===== src/rtl/multi_blinker_if.sv =====
`timescale 1ns/1ps
`default_nettype none
// ============================================================================
//  Module   : multi_blinker_if
//  Brief    : Single-cycle configuration write port for multi_blinker.
//  Revision : 1.0
// ============================================================================
interface multi_blinker_if #(
    parameter int NCH     = 4,
    parameter int CNT_W   = 8,
    parameter int BURST_W = 4
);
    localparam int CH_W = (NCH > 1) ? $clog2(NCH) : 1;

    logic               cfg_we;
    logic [CH_W-1:0]    cfg_ch;
    logic [1:0]         cfg_mode;
    logic [CNT_W-1:0]   cfg_period;
    logic [CNT_W-1:0]   cfg_duty;
    logic [BURST_W-1:0] cfg_burst;

    modport master (
        output cfg_we,
        output cfg_ch,
        output cfg_mode,
        output cfg_period,
        output cfg_duty,
        output cfg_burst
    );

    modport slave (
        input cfg_we,
        input cfg_ch,
        input cfg_mode,
        input cfg_period,
        input cfg_duty,
        input cfg_burst
    );
endinterface
`default_nettype wire


===== src/rtl/multi_blinker.sv =====
`timescale 1ns/1ps
`default_nettype none
// ============================================================================
//  Module   : multi_blinker
//  Brief    : NCH independent blinker channels, each OFF/ON/BLINK/BURST with
//             runtime period, duty and burst length.
//  Revision : 1.0
// ============================================================================
module multi_blinker #(
    parameter int NCH     = 4,
    parameter int CNT_W   = 8,
    parameter int BURST_W = 4
) (
    input  wire logic           clk,
    input  wire logic           rst,
    input  wire logic           enable,
    multi_blinker_if.slave      cfg,
    output logic [NCH-1:0]      blink,
    output logic [NCH-1:0]      wrap,
    output logic [NCH-1:0]      done
);
    localparam int CH_W = (NCH > 1) ? $clog2(NCH) : 1;

    typedef enum logic [1:0] {
        MODE_OFF   = 2'd0,
        MODE_ON    = 2'd1,
        MODE_BLINK = 2'd2,
        MODE_BURST = 2'd3
    } mode_t;

    for (genvar i = 0; i < NCH; i++) begin : g_ch
        mode_t              mode;
        logic [CNT_W-1:0]   period;
        logic [CNT_W-1:0]   duty;
        logic [CNT_W-1:0]   cnt;
        logic [BURST_W-1:0] burst_left;
        logic               done_q;
        logic               sel;
        logic               active;
        logic               at_end;
        logic               blink_c;

        // Channel indices >= NCH never match, so such writes are dropped.
        assign sel    = cfg.cfg_we && (cfg.cfg_ch == CH_W'(i));
        assign active = ((mode == MODE_BLINK) || (mode == MODE_BURST)) && !done_q;
        assign at_end = (cnt == period);

        always_ff @(posedge clk) begin
            if (!rst) begin
                mode       <= MODE_OFF;
                period     <= '0;
                duty       <= '0;
                cnt        <= '0;
                burst_left <= '0;
                done_q     <= 1'b0;
            end else if (sel) begin
                mode       <= mode_t'(cfg.cfg_mode);
                period     <= cfg.cfg_period;
                duty       <= cfg.cfg_duty;
                cnt        <= '0;
                burst_left <= cfg.cfg_burst;
                done_q     <= (cfg.cfg_mode == MODE_BURST) && (cfg.cfg_burst == '0);
            end else if (enable && active) begin
                if (at_end) begin
                    cnt <= '0;
                    if (mode == MODE_BURST) begin
                        // Last pulse of the burst silences the channel.
                        if (burst_left <= BURST_W'(1)) begin
                            burst_left <= '0;
                            done_q     <= 1'b1;
                        end else begin
                            burst_left <= burst_left - BURST_W'(1);
                        end
                    end
                end else begin
                    cnt <= cnt + CNT_W'(1);
                end
            end
        end

        always_comb begin
            blink_c = 1'b0;
            case (mode)
                MODE_OFF:   blink_c = 1'b0;
                MODE_ON:    blink_c = 1'b1;
                MODE_BLINK: blink_c = (cnt < duty);
                MODE_BURST: blink_c = !done_q && (cnt < duty);
                default:    blink_c = 1'b0;
            endcase
        end

        assign blink[i] = blink_c;
        assign wrap[i]  = enable && active && at_end;
        assign done[i]  = done_q;
    end
endmodule
`default_nettype wire


===== src/flat_wrapper.sv =====
// flat-port wrapper written by rule: the top's interface ports become plain ports
module multi_blinker_flat 
#(
    parameter int NCH     = 4,
    parameter int CNT_W   = 8,
    parameter int BURST_W = 4
)
  (clk, rst, enable, blink, wrap, done, cfg_cfg_we, cfg_cfg_ch, cfg_cfg_mode, cfg_cfg_period, cfg_cfg_duty, cfg_cfg_burst);
  multi_blinker_if #(.NCH(NCH), .CNT_W(CNT_W), .BURST_W(BURST_W)) cfg_i ();
  input  wire logic clk;
  input  wire logic rst;
  input  wire logic enable;
  output logic [NCH-1:0] blink;
  output logic [NCH-1:0] wrap;
  output logic [NCH-1:0] done;
  input wire logic [$bits(cfg_i.cfg_we)-1:0] cfg_cfg_we;
  input wire logic [$bits(cfg_i.cfg_ch)-1:0] cfg_cfg_ch;
  input wire logic [$bits(cfg_i.cfg_mode)-1:0] cfg_cfg_mode;
  input wire logic [$bits(cfg_i.cfg_period)-1:0] cfg_cfg_period;
  input wire logic [$bits(cfg_i.cfg_duty)-1:0] cfg_cfg_duty;
  input wire logic [$bits(cfg_i.cfg_burst)-1:0] cfg_cfg_burst;
  assign cfg_i.cfg_we = cfg_cfg_we;
  assign cfg_i.cfg_ch = cfg_cfg_ch;
  assign cfg_i.cfg_mode = cfg_cfg_mode;
  assign cfg_i.cfg_period = cfg_cfg_period;
  assign cfg_i.cfg_duty = cfg_cfg_duty;
  assign cfg_i.cfg_burst = cfg_cfg_burst;
  multi_blinker #(.NCH(NCH), .CNT_W(CNT_W), .BURST_W(BURST_W)) u_core (.clk(clk), .rst(rst), .enable(enable), .cfg(cfg_i), .blink(blink), .wrap(wrap), .done(done));
endmodule

===== config.mk =====
export PLATFORM = sky130hd
export DESIGN_NAME = multi_blinker_flat
export DESIGN_NICKNAME = d
export VERILOG_FILES = /design/src/rtl/multi_blinker_if.sv /design/src/rtl/multi_blinker.sv /design/src/flat_wrapper.sv
export SDC_FILE = /design/constraint.sdc
export NUM_CORES = 1
export LEC_CHECK = 0
export CORE_UTILIZATION = 54
export CTS_CLUSTER_DIAMETER = 100
export DETAILED_ROUTE_END_ITERATION = 6
export GPL_ROUTABILITY_DRIVEN = 0
export PLACE_DENSITY = 0.76
export SETUP_SLACK_MARGIN = 0.5
export SLEW_MARGIN = 20
export SYNTH_ARGS = -nofsm -noshare
export SYNTH_HDL_FRONTEND = slang
export SYNTH_SLANG_ARGS = --single-unit

===== constraint.sdc =====
create_clock -name clk -period 1.66 [get_ports clk]
set_input_delay 0.332 -clock clk [delete_from_list [all_inputs] [get_ports clk]]
set_output_delay 0.332 -clock clk [all_outputs]
set_load 0.1 [all_outputs]

==> results.md <==
- Leak: 0.003731 uW
- Synth Area in Simple Gates: 0.2285
- Synthesized Nets: 857
- Mux contribution to synthesized area: 0.01370
- Most frequent cells in the layout: nand2_1, dfxtp_1, buf_4
- RR Endpoint: u_core.g_ch[0].burst_left[2]$_SDFFE_PN0P_
- Largest family of logic cells by synthesized area: simple AND/OR/NAND/NOR gates
- Gate Count Post-Synth: 789
- Critical hold path startpoint: rst
- Place WS: -515.9 ps
- Actual slew at the worst max-slew pin: 660.1 ps
- WP data arrival: 2120 ps
- Port bufs: 39
- Xor/xnor share of the synthesized area: 0.07991
- GRT Total Usage: 0.3594
- Reg-to-reg slack, setup: -410 ps
- Hold path cells: 4
- CP required: 1330 ps
- P&R area growth vs syn: 53.25%
- CP Capture Type: output port
- Core Box Area: 0.01166 mm2
- Maxcap violations: 0
- #FFs+latches synth: 124
- Failing checks: negative setup slack
- Achievable Freq: 0.4083 GHz
- Clock Skew: 9.338 ps
- Post-route DRC violation count: 0
- Filler cells: 512
- Nets: 1021
- Largest net degree at the start of global routing: 65
- Hold Buf Count CTS: 0
- Gr ovfl total: 0
- Fin crit share: 1.476
- Min Clock Period, post-route: 2449 ps
- Final setup margin: -789.4 ps
- Avg Inst Size Synth: 8.335 um2
- CTS tree: built
- Adder-cell share of the synthesized area: 0.07610
- Met2 Usage GRT: 0.6174
- CTS clk-pin slew, worst paths: 60 ps
- WHS Endpoint: u_core.g_ch[3].burst_left[1]$_SDFFE_PN0P_
- Max Slew Vio Count: 0
- Max Root-Sink Buffers: 2
- Via density: 6.335
- First-pass GRT wire length: 34450 um
- Post-Layout Cell Count: 1109
- Status: finished, violations left
- Dominant synthesized flop cell: dfxtp_1
- Number of global-route vias before repair: 6673
- Pwr Total: 8645 uW
- Initial antenna violation count: 0
- Post-DP HPWL: 12830 um
- Design Area, Final: 0.01008 mm2
- Per-cell routed wire length: 22.78 um
- Crit Path Max Fanout: 2
- Antenna-violating nets left: 0
- Final wirelength: 25260 um
- Starting DRT DRC Count: 926
- Htree depth: 4
- Worst hold path class: primary input to flip-flop
- Setup crit start kind: flip-flop
- Grt met1 use: 0.4208
- Worst skew pair latency: 430 ps
- Share of flip-flops with an asynchronous set or reset: 0
- Commonest non-fill, non-tap cell in the layout: nand2_1
- Routed vias: 7025
- TritonCTS Sinks: 124
- IR drop worst, VDD: 1002 uV
- Die area: 0.01262 mm2
- Num rows: 39
- Area post-placement: 0.007870 mm2
- RSZ-0062 raised after global routing: true
- Clock buffer count from CTS: 17
- Die width: 112.4 um
- Root buffer cell: clkbuf_16
- Synth cell types: 51
- GR Util met3: 0.08045
- Slew margin rel.: 0.5566
- Power Density: 857.8 mW/mm2
- Total placed cells including tap cells: 1026
- Starting Density: 0.5639
- Reg2reg path depth: 10
- Ratio of cells with drive above 1 in the final layout: 0.3820
- Top Ports: 40
- CP Class: flip-flop to output port
- DR pass1 iterations: 7
- EDFF count, synth: 0
- Worst r2r src: u_core.g_ch[0].cnt[2]$_SDFFE_PP0P_
- Die Span Y: 112.4 um
- Synth Area in Compound Gates: 0.1651
- Cell Area, Synth: 0.006576 mm2
- Antenna diodes: 0
- Seq/Total Area, Yosys: 0.3775
- Syn. warnings: 0
- Final Setup Violations: 42
- GRT busiest layer: met2
- Final Hold Fails: 0
## registers in the layout, indices dropped and copies added, names as in the netlist
register                count
u_core.g_ch.mode            8
u_core.g_ch.done_q          4
u_core.g_ch.cnt            32
u_core.g_ch.duty           32
u_core.g_ch.period         32
u_core.g_ch.burst_left     16
## Yosys cell counts (2+ instances only)
cell / count / area, um2
inv_1: 41 / 153.9
and3_1: 6 / 37.54
nor3b_1: 5 / 37.54
nand4_1: 14 / 87.58
nand2b_1: 4 / 25.02
dfxtp_1: 124 / 2482
nand2_1: 169 / 634.4
buf_2: 2 / 10.01
ha_1: 40 / 500.5
a22oi_1: 3 / 22.52
o22ai_1: 4 / 25.02
o41ai_1: 9 / 78.83
buf_6: 3 / 33.78
and3b_1: 5 / 43.79
o21ai_0: 18 / 90.09
nand3_1: 9 / 45.04
nand4_2: 2 / 25.02
clkbuf_1: 26 / 97.59
a21boi_0: 72 / 540.5
mux2i_1: 9 / 90.09
buf_4: 12 / 90.09
a21oi_1: 34 / 170.2
or4_1: 4 / 30.03
a31oi_1: 3 / 18.77
nor4_2: 3 / 37.54
a21o_1: 8 / 60.06
nor4_1: 2 / 12.51
or3_1: 4 / 25.02
or2_2: 4 / 25.02
nor3_4: 3 / 48.80
xnor2_1: 44 / 385.4
nand3_2: 3 / 30.03
nor3_1: 12 / 60.06
a22o_1: 4 / 35.03
nand2_2: 3 / 18.77
nor2_1: 51 / 191.4
xor2_1: 16 / 140.1
## timing repair
action,4_1_cts,5_1_grt
setup endpoints to repair,136,90
cloned,2,2
gates resized for setup,145,107
pin swaps,47,41
setup buffers,20,27
## cell type report
| class | count | area [um2] | area share |
|---|---|---|---|
| multi-input combinational | 580 | 4621 | 0.4585 |
| tap | 143 | 178.9 | 0.01775 |
| timing repair buffer | 189 | 1927 | 0.1912 |
| sequential | 124 | 2529 | 0.2509 |
| inverter | 41 | 153.9 | 0.01527 |
| clock inverter | 14 | 240.2 | 0.02384 |
| clock buffer | 18 | 429.2 | 0.04258 |
## per-stage QoR
step / hold WS (ps) / setup TNS (ps) / util
6_report: 412.7 / -9463 / 0.8642
5_1_grt: 425.9 / -12170 / 0.8642
4_1_cts: 406.9 / -5726 / 0.8006
3_5_place_dp: 457.1 / -33520 / 0.6748
3_3_place_gp: 449.4 / -29910 / 0.6748
2_1_floorplan: 437.8 / -21150 / -
## cells by family (layout without fill, tap and decap cells)
| logic type | Yosys count | in the layout |
|---|---|---|
| AOI/OAI and AO/OA | 160 | 160 |
| xor gates and xnor gates | 60 | 60 |
| adders and majority gates | 40 | 40 |
| buffers and inverters | 85 | 262 |
| DFF | 124 | 124 |
| muxes | 9 | 9 |
| and+or+nand+nor | 311 | 311 |
## report_power, final
group	total, uW	switching (uW)	internal (uW)
Clock	4310	1490	2820
Sequential	3150	88.7	3060
Combinational	1180	660	523
Total	8650	2240	6410
## per-layer routing
layer,up-vias,part of all wire,routed length (um)
met5,-,0,0
met1,3353,0.36,8998
met2,500,0.48,12190
met3,169,0.098,2468
met4,0,0.063,1600
li1,3003,-,-
## critical path: stages, from the launching register on
cell and delay, ps:
dfxtp_2 350, inv_2 50, ha_4 210, a22o_1 200
or3_4 350, a21oi_2 130, a21oi_2 60, o21ai_2 90
clkbuf_16 240
## worst max path at each step
| stage | from | to | slack (ps) | cells past startpoint |
|---|---|---|---|---|
| floorplan | u_core.g_ch[3].done_q$_SDFFE_PN0P_ | u_core.g_ch[3].cnt[1]$_SDFFE_PP0P_ | -500 | 7 |
| global placement | enable | u_core.g_ch[0].burst_left[2]$_SDFFE_PN0P_ | -460 | 7 |
| detailed placement | enable | u_core.g_ch[0].burst_left[2]$_SDFFE_PN0P_ | -520 | 7 |
| CTS | u_core.g_ch[3].duty[7]$_SDFFE_PN0P_ | blink[3] | -760 | 8 |
| global route | u_core.g_ch[0].duty[7]$_SDFFE_PN0P_ | blink[0] | -840 | 8 |
| finish | u_core.g_ch[0].duty[7]$_SDFFE_PN0P_ | blink[0] | -790 | 8 |
Power figures use the tool's default switching activity.
